`config.mk`:
```
export PLATFORM = sky130hd
export DESIGN_NAME = timed_cmd_queue
export DESIGN_NICKNAME = d
export VERILOG_FILES = /design/src/rtl/qclk_pkg.sv /design/src/rtl/cmdq_fifo_mem.sv /design/src/rtl/timed_cmd_queue.sv
export SDC_FILE = /design/constraint.sdc
export NUM_CORES = 1
export LEC_CHECK = 0
export CORE_UTILIZATION = 54
export CTS_CLUSTER_DIAMETER = 120
export CTS_CLUSTER_SIZE = 25
export DETAILED_ROUTE_END_ITERATION = 12
export PLACE_DENSITY = 0.76
export SYNTH_ARGS = -nofsm -noshare
export SYNTH_HDL_FRONTEND = slang
export SYNTH_HIERARCHICAL = 1
export SYNTH_SLANG_ARGS = --single-unit
```
`constraint.sdc`:
```
create_clock -name clk -period 9.5 [get_ports clk]
set_input_delay 0.95 -clock clk [delete_from_list [all_inputs] [get_ports clk]]
set_output_delay 0.95 -clock clk [all_outputs]
set_load 0.05 [all_outputs]
```
`src/rtl/qclk_pkg.sv`:
```
// Shared qclk definitions: counter width, timestamp type and command-queue controller states.
package qclk_pkg;

   localparam int QCLK_WIDTH = 32;

   typedef logic [QCLK_WIDTH-1:0] qtime_t;

   typedef enum logic [1:0] {
      IDLE,
      WAIT,
      FIRE
   } cmdq_state_t;

endpackage

```
`src/rtl/cmdq_fifo_mem.sv`:
```
// Circular command buffer: wrap-bit read/write pointers, full/empty/occupancy and a {time, data} storage array.
module cmdq_fifo_mem #(
   parameter int TIME_WIDTH = 32,
   parameter int DATA_WIDTH = 64,
   parameter int DEPTH      = 8
) (
   input  logic                     clk,
   input  logic                     rst,
   input  logic                     flush,
   input  logic                     push,
   input  logic                     pop,
   input  logic [TIME_WIDTH-1:0]    wr_time,
   input  logic [DATA_WIDTH-1:0]    wr_data,
   output logic [TIME_WIDTH-1:0]    head_time,
   output logic [DATA_WIDTH-1:0]    head_data,
   output logic                     full,
   output logic                     empty,
   output logic [$clog2(DEPTH):0]   count
);

   localparam int AW = $clog2(DEPTH);
   localparam logic [AW:0] PTR_ONE = 1;

   logic [AW:0] wptr;
   logic [AW:0] rptr;
   logic [TIME_WIDTH+DATA_WIDTH-1:0] mem [DEPTH];

   always_ff @(posedge clk or posedge rst) begin
      if (rst) begin
         wptr <= '0;
         rptr <= '0;
      end else if (flush) begin
         wptr <= '0;
         rptr <= '0;
      end else begin
         if (push) wptr <= wptr + PTR_ONE;
         if (pop)  rptr <= rptr + PTR_ONE;
      end
   end

   // Storage carries no reset; only the pointers define which entries are live.
   always_ff @(posedge clk) begin
      if (push) mem[wptr[AW-1:0]] <= {wr_time, wr_data};
   end

   assign {head_time, head_data} = mem[rptr[AW-1:0]];

   assign full  = (wptr[AW] != rptr[AW]) && (wptr[AW-1:0] == rptr[AW-1:0]);
   assign empty = (wptr == rptr);
   assign count = wptr - rptr;

endmodule

```
`src/rtl/timed_cmd_queue.sv`:
```
// Holds timestamped commands until qclk reaches their time, then fires each as a one-cycle pulse (late-aware).
// Build option: TIMED_CMD_QUEUE_LATE_DROP_EN drops late heads with a one-cycle out_late notification instead of emitting them.
module timed_cmd_queue
   import qclk_pkg::*;
#(
   parameter int TIME_WIDTH = QCLK_WIDTH,
   parameter int DATA_WIDTH = 64,
   parameter int DEPTH      = 8
) (
   input  logic                     clk,
   input  logic                     rst,
   input  logic [TIME_WIDTH-1:0]    qclk_val,
   input  logic                     run,
   input  logic                     flush,
   input  logic                     in_valid,
   output logic                     in_ready,
   input  logic [TIME_WIDTH-1:0]    in_time,
   input  logic [DATA_WIDTH-1:0]    in_data,
   output logic                     out_valid,
   output logic [DATA_WIDTH-1:0]    out_data,
   output logic                     out_late,
   output logic [$clog2(DEPTH):0]   count
);

   localparam int AW = $clog2(DEPTH);
   localparam logic [AW:0] CNT_ONE = 1;

   logic [TIME_WIDTH-1:0] head_time;
   logic [DATA_WIDTH-1:0] head_data;
   logic                  full;
   logic                  empty;
   logic [TIME_WIDTH-1:0] diff;
   logic                  due_time;
   logic                  late_p0;
   logic                  fire;
   logic                  push;
   logic                  pop;
   cmdq_state_t           state_q;
   cmdq_state_t           state;
   cmdq_state_t           state_nx;

   assign in_ready = !full;
   assign push     = in_valid && !full && !flush;
   assign pop      = fire && !flush;

   cmdq_fifo_mem #(
      .TIME_WIDTH (TIME_WIDTH),
      .DATA_WIDTH (DATA_WIDTH),
      .DEPTH      (DEPTH)
   ) u_fifo (
      .clk       (clk),
      .rst       (rst),
      .flush     (flush),
      .push      (push),
      .pop       (pop),
      .wr_time   (in_time),
      .wr_data   (in_data),
      .head_time (head_time),
      .head_data (head_data),
      .full      (full),
      .empty     (empty),
      .count     (count)
   );

   // Modular difference: a set MSB means the timestamp is behind qclk (or more than half a wrap ahead).
   assign diff     = head_time - qclk_val;
   assign due_time = (diff == '0) || diff[TIME_WIDTH-1];
   assign late_p0  = (diff != '0);

   always_ff @(posedge clk or posedge rst) begin
      if (rst) state_q <= IDLE;
      else     state_q <= state_nx;
   end

   // state_q only records occupancy (IDLE/WAIT); FIRE is the in-cycle view when the head pops.
   always_comb begin
      fire     = 1'b0;
      state    = state_q;
      state_nx = state_q;
      if ((state_q != IDLE) && !empty && run && due_time) begin
         fire  = 1'b1;
         state = FIRE;
      end
      unique case (state)
         IDLE:    state_nx = push ? WAIT : IDLE;
         WAIT:    state_nx = WAIT;
         FIRE:    state_nx = ((count > CNT_ONE) || push) ? WAIT : IDLE;
         default: state_nx = IDLE;
      endcase
      if (flush) state_nx = IDLE;
   end

   // Output stage: decision from cycle N becomes visible in cycle N+1.
   always_ff @(posedge clk or posedge rst) begin
      if (rst) begin
         out_valid <= 1'b0;
         out_late  <= 1'b0;
         out_data  <= '0;
      end else if (pop) begin
`ifdef TIMED_CMD_QUEUE_LATE_DROP_EN
         if (late_p0) begin
            out_valid <= 1'b0;
            out_late  <= 1'b1;
         end else begin
            out_valid <= 1'b1;
            out_late  <= 1'b0;
            out_data  <= head_data;
         end
`else
         out_valid <= 1'b1;
         out_late  <= late_p0;
         out_data  <= head_data;
`endif
      end else begin
         out_valid <= 1'b0;
         out_late  <= 1'b0;
      end
   end

endmodule

```
# --- Word level (Yosys, flattened, before mapping) ---
# Memory sizes are Yosys's and may differ from the RTL's.
# Index checks and enable logic that the tools add are counted.
word_totals:
  mem_count: 1
  wordCells: 49
  regBits: 76
  output_inout_bits: 71
  inputBits: 133
  ramBits: 768
mem_list:
  columns: ["memory", "words", "word_bits", "read_ports", "rd_clocked_by_memory_dff", "write_ports", "line_no", "source"]
  rows:
  - ["u_fifo.mem", 8, 96, 1, 0, 1, "cmdq_fifo_mem.sv:26", "logic [TIME_WIDTH+DATA_WIDTH-1:0] mem [DEPTH];"]
op_classes:
  order_cmp: 1
  eq_ne: 5
  n_addsub: 4
  reduce_logical: 18
  muxes: 14
op_table:
  columns: ["operator", "count"]
  rows:
  - ["32-bit zero test", 1]
  - ["32-bit nonzero test", 1]
  - ["32-bit subtractor", 1]
  - ["4-bit two-way mux", 4]
  - ["4-bit by 1-bit adder with 4-bit output, second input constant", 2]
  - ["1-bit logical AND", 7]
  - ["1-bit two-way mux", 7]
  - ["2-bit nonzero test", 3]
  - ["4-bit equality test", 1]
  - ["4-bit by 1-bit greater-than comparator with 1-bit output, second input constant", 1]
  - ["2-bit two-way mux", 2]
  - ["4-bit subtractor", 1]
  - ["3-bit equality test", 1]
  - ["1-bit zero test", 3]
  - ["1-bit case mux with 3 select lines", 1]
  - ["2-bit by 1-bit equality test with 1-bit output, second input constant", 1]
  - ["2-bit equality test, second input constant", 1]
  - ["2-bit zero test", 1]
  - ["1-bit logical OR", 2]
  - ["1-bit inequality test", 1]

# --- Longest topological paths before layout ---
depth:
  depth_word: 9
  ltp_mapped: 22
  depth_no_buf: 19

# --- By module ---
# Netlist, hierarchy kept.
by_module_without_submodules:
  columns: ["module", "cells_each", "n_inst", "area_per_inst_um2", "seq_area_each_um2"]
  rows:
  - ["cmdq_fifo_mem", 1376, 1, 29423.2, 23262.3]
  - ["timed_cmd_queue", 930, 1, 6462.4, 1676.6]

# --- Worst setup path after synthesis ---
# OpenSTA, ideal clock, no wires.
synth_path:
  path_type: "register to register"
  startpoint: "register u_fifo.rptr[1]"
  endpoint: "memory u_fifo/mem[2][0] (netlist name) (enable)"
  required_ns: 8.832
  arrival_time_ns: 8.558
  setup_ns: 0.668
  setup_slack_ns: 0.274
  path_buffers: 2
  stages_incl_launch_ff: 11
  synth_period_minus_slack_ns: 9.226
  path_cell_list: "dfrtp_1 clkbuf_1 inv_2 clkbuf_1 ha_1 nand3_1 nor2b_1 nor2b_1 nor2b_1 nand2_1 nor3_1"
synth_between:
  elab_chain_len: 7
synth_rtl:
  columns: ["element", "line_no", "source"]
  rows:
  - ["start: declaration", "cmdq_fifo_mem.sv:25", "logic [AW:0] rptr;"]
  - ["start signal: assignment", "cmdq_fifo_mem.sv:37", "if (pop) rptr <= rptr + PTR_ONE;"]
  - ["3-bit equality test", "cmdq_fifo_mem.sv:48", "assign full = (wptr[AW] != rptr[AW]) && (wptr[AW-1:0] == rptr[AW-1:0]);"]
  - ["1-bit logical AND", "cmdq_fifo_mem.sv:48", null]
  - ["named net full", "timed_cmd_queue.sv:30", "logic full;"]
  - ["1-bit zero test", "timed_cmd_queue.sv:43", "assign push = in_valid && !full && !flush;"]
  - ["1-bit logical AND (2 in a row)", "timed_cmd_queue.sv:43", null]
  - ["named net push", "timed_cmd_queue.sv:36", "logic push;"]
  - ["1-bit two-way mux", "cmdq_fifo_mem.sv:43", "if (push) mem[wptr[AW-1:0]] <= {wr_time, wr_data};"]
  - ["1-bit two-way mux (not written as such)", "cmdq_fifo_mem.sv:43", null]
  - ["end: declaration", "cmdq_fifo_mem.sv:26", null]
# The timed path passes the listed nets, and every way through them passes these cells.

# --- Final worst setup path ---
layout_path:
  startpoint: "register u_fifo.rptr[0]"
  endpoint: "register out_data[62]"
layout_between:
  elab_chain_len: 7
  elab_cells_between_ends: 11
  cone_classes: "add/sub: 1; eq/ne: 1; mux: 1; reduce/logical: 7; memory: 1"
layout_rtl:
  columns: ["element", "line_no", "source"]
  rows:
  - ["memory 8 x 96 bit *", null, null]
  - ["named net head_time[13]", "timed_cmd_queue.sv:28", "logic [TIME_WIDTH-1:0] head_time;"]
  - ["32-bit subtractor *", "timed_cmd_queue.sv:66", "assign diff = head_time - qclk_val;"]
  - ["32-bit zero test", "timed_cmd_queue.sv:67", "assign due_time = (diff == '0) || diff[TIME_WIDTH-1];"]
  - ["1-bit logical OR *", "timed_cmd_queue.sv:67", null]
  - ["1-bit logical AND *", "timed_cmd_queue.sv:80", "if ((state_q != IDLE) && !empty && run && due_time) begin"]
  - ["1-bit two-way mux *", "timed_cmd_queue.sv:80", null]
  - ["1-bit logical AND *", "timed_cmd_queue.sv:44", "assign pop = fire && !flush;"]
  - ["end signal: assignment", "timed_cmd_queue.sv:112", "out_data <= head_data;"]
  - ["end: declaration", "timed_cmd_queue.sv:20", "output logic [DATA_WIDTH-1:0] out_data,"]
# Mark *: on every way through the listed nets, which the timed path passes. The rest lies on a longest branch.
# A chain may end at the register's enable or synchronous reset.

==> results.toml <==
[cts]
cts.sinks = 843
htree_levels = 2
clock_path_buffers = 3
clockRootBuffer = "clkbuf_16"
cts_tree = "yes"
worstSkewPairLatency_ns = 0.59
holdBufCountCts = 0
path_clk_slew_ns = 0.10
cts_setup_buffers = 0
cts_resized = 0
cts-buffers-inserted = 39

[synth]
synthArstFlopShare_pct = 8.90
yosys_warnings = 6
synth_mux_area_share_pct = 12.3
synth_top_family_by_area = "multiplexers"
yosysTopAreaCellShare_pct = 64.3
yosys.area.top_type = "edfxtp_1"
synth_area_leaders = "edfxtp_1 64%, mux4_2 12%, nand2_1 5.4%, dfrtp_1 5.2%, o211ai_1 1.5%"
synth-simple-area-share_pct = 8.10
synth_cells = 2306
synth_xor_area_share_pct = 0.464
yosys.cell_types.count = 62
syn_nets = 2477
synth_flop_cell = "edfxtp_1"
syn_area_um2 = 35900
synth-edff-count = 768
ys_ff_latch = 843
yosysMostFrequentCell = "edfxtp_1"
synth_seq_area_share_pct = 69.5
synth_fa_ha_area_share_pct = 1.37
synthTopCellsByCount = "768 x edfxtp_1, 517 x nand2_1, 192 x mux4_2, 95 x a21oi_1, 81 x o21ai_0"
synth_compound_area_share_pct = 5.54
syn-mean-instance-area_um2 = 15.6

[sta]
slew_headroom_pct = 25.9
timing.final.crit_share_pct = 71.5
grt_setup_unrepaired = "no"
worst_pin_slew_ns = 1.11
finalMaxSlewViolations = 0
finalSetupViolCount = 0
final_hold_viol_count = 0
fmax_mhz = 147
holdWs_ns = 0.584
min_period_ns = 6.79
setup-tns-final_ns = 0
fin_skew_ns = 0.0138

[detailed_routing]
first_pass_iters = 6
dr_total_vias = 20600
ant_nets = 0
viasPerCell = 6.17
drt_iter0_markers = 1885
wl_per_cell_um = 24.5
drc_errors = 0
totalWireLength_um = 81700

[status]
status = "completed"

[setup_path]
critPathKind = "register to register"
cp.arrival_ns = 7.30
cp-end-kind = "register"
setup.worst_path.start_class = "register"
cp_max_fo = 76
required_ns = 10.01

[global_routing]
grt_pass1_vias = 20900
grt_pass1_wl_um = 124000
antenna_found_initial = 13
grt_max_degree = 77
gr-total-overflow = 0
grt_usage_pct = 24.4

[floorplanning]
io_pins = 204
start_util_pct = 54.6
die_w_um = 260
die_y_um = 260
fp-row-count = 94
coreArea_um2 = 65700
die-area_um2 = 67500

[layout]
area_growth_pct = 10.7
drive_above_1_share_pct = 12.1
post-route-util_pct = 60.4
fin_nets = 2610

[flow_run]
cap_violations = 0

[power_and_ir_drop]
vdd_drop_max_mv = 0.107
power_uw = 6580
powerDensity_nw_per_um2 = 166
p_leak_uw = 0.0130

[placement]
routabilityCongestion = 0.911
dp_hpwl_um = 48000
numPortBuffers = 203

[hold_path]
hp-class = "register to register"
## final cells by class
| type | instances | area (um2) |
|---|---|---|
| fillers | 4683 | 26000 |
| inverters | 50 | 190 |
| repair buffers | 238 | 2290 |
| multi-input cells | 1267 | 10100 |
| diodes | 7 | 17.5 |
| flip-flops and latches | 843 | 25000 |
| clock buffers | 70 | 1130 |
| clock inverters | 1 | 8.76 |
| well taps | 864 | 1080 |
## worst paths after layout
check	from	endpoint	slack [ns]	depth (start not counted)
hold / removal	out_data[31]	out_data[31]	0.58	2
hold reg to reg	out_data[31]	out_data[31]	0.58	2
min in group asynchronous	rst	u_fifo/wptr[1]	0.79	2
setup reg to reg	u_fifo/rptr[0]	out_data[62]	2.71	16
setup / recovery	u_fifo/rptr[0]	out_data[62]	2.71	16
max in group asynchronous	rst	out_data[59]	7.66	3
## cells by family after synthesis
family / count (synthesis)
compound gates: 317
xor+xnor: 19
fa+ha+maj: 38
buf+inv: 196
flops: 843
mux: 200
simple gates: 693
## worst max-delay path, cell delays in order, from the launching register on
cell and delay, ns:
dfrtp_4 1.10, buf_4 0.51, mux4_2 0.55, nand2_1 0.09, nand2_1 0.08, ha_1 0.43, a21oi_2 0.21, o21a_1 0.23
a31oi_1 0.18, or3_1 0.33, a2111oi_0 0.60, nand4_1 0.29, a2111oi_4 0.33, buf_4 0.55, buf_4 0.75, nand4_1 0.23
o211ai_1 0.17
## flip-flops by register name, indices dropped and copies added (netlist names)
register	flops
state_q	1
out_data	64
out_valid	1
out_late	1
u_fifo/mem	768
u_fifo/wptr	4
u_fifo/rptr	4
## per-layer routing
metal	global-route usage [%]	vias to the layer above	share of wire (%)
met5	0	-	0.11
met4	6.99	14	2.5
met3	4.15	144	7.5
met2	41.2	841	51
met1	32.7	10500	39
li1	-	9108	-
## power by group
part	internal, uW	switching (uW)
logic	198	379
registers	4090	19.8
clock network	823	1070
total	5110	1470
## through the flow
step / worst slack [ns] / instances / instance area, um2
after global placement: 2.90 / 3262 / 38600
after global routing: 2.17 / 3337 / 39700
after floorplan: 0.274 / 2306 / 35900
after CTS: 2.68 / 3333 / 39700
final: 2.71 / 3340 / 39700
after detailed placement: 2.70 / 3262 / 38600
## cell usage in the layout (no fill, tap or decap), types with 4 or more instances in the layout
cell type	synthesis	layout
a211oi_1	5	5
mux4_2	192	192
o21a_1	7	7
diode_2	0	7
a21oi_2	4	4
ha_1	36	36
o211ai_1	72	72
a21o_1	5	5
clkbuf_16	0	41
nand2b_1	4	4
nand2_1	517	517
inv_1	49	48
o21ai_0	81	81
buf_4	8	35
nand4_1	80	80
xor2_1	10	9
clkdlybuf4s50_1	0	203
clkbuf_1	77	29
a31oi_1	4	4
dfrtp_1	75	72
nand3b_1	4	4
a221oi_1	4	4
o21ai_1	7	7
nor3_1	11	9
or3_1	7	7
edfxtp_1	768	768
nand3_1	13	13
nor2b_1	6	6
mux2i_1	8	8
nor2_4	0	8
nor2_1	45	38
xnor2_1	9	8
a21oi_1	95	95
Power figures use the tool's default switching activity.
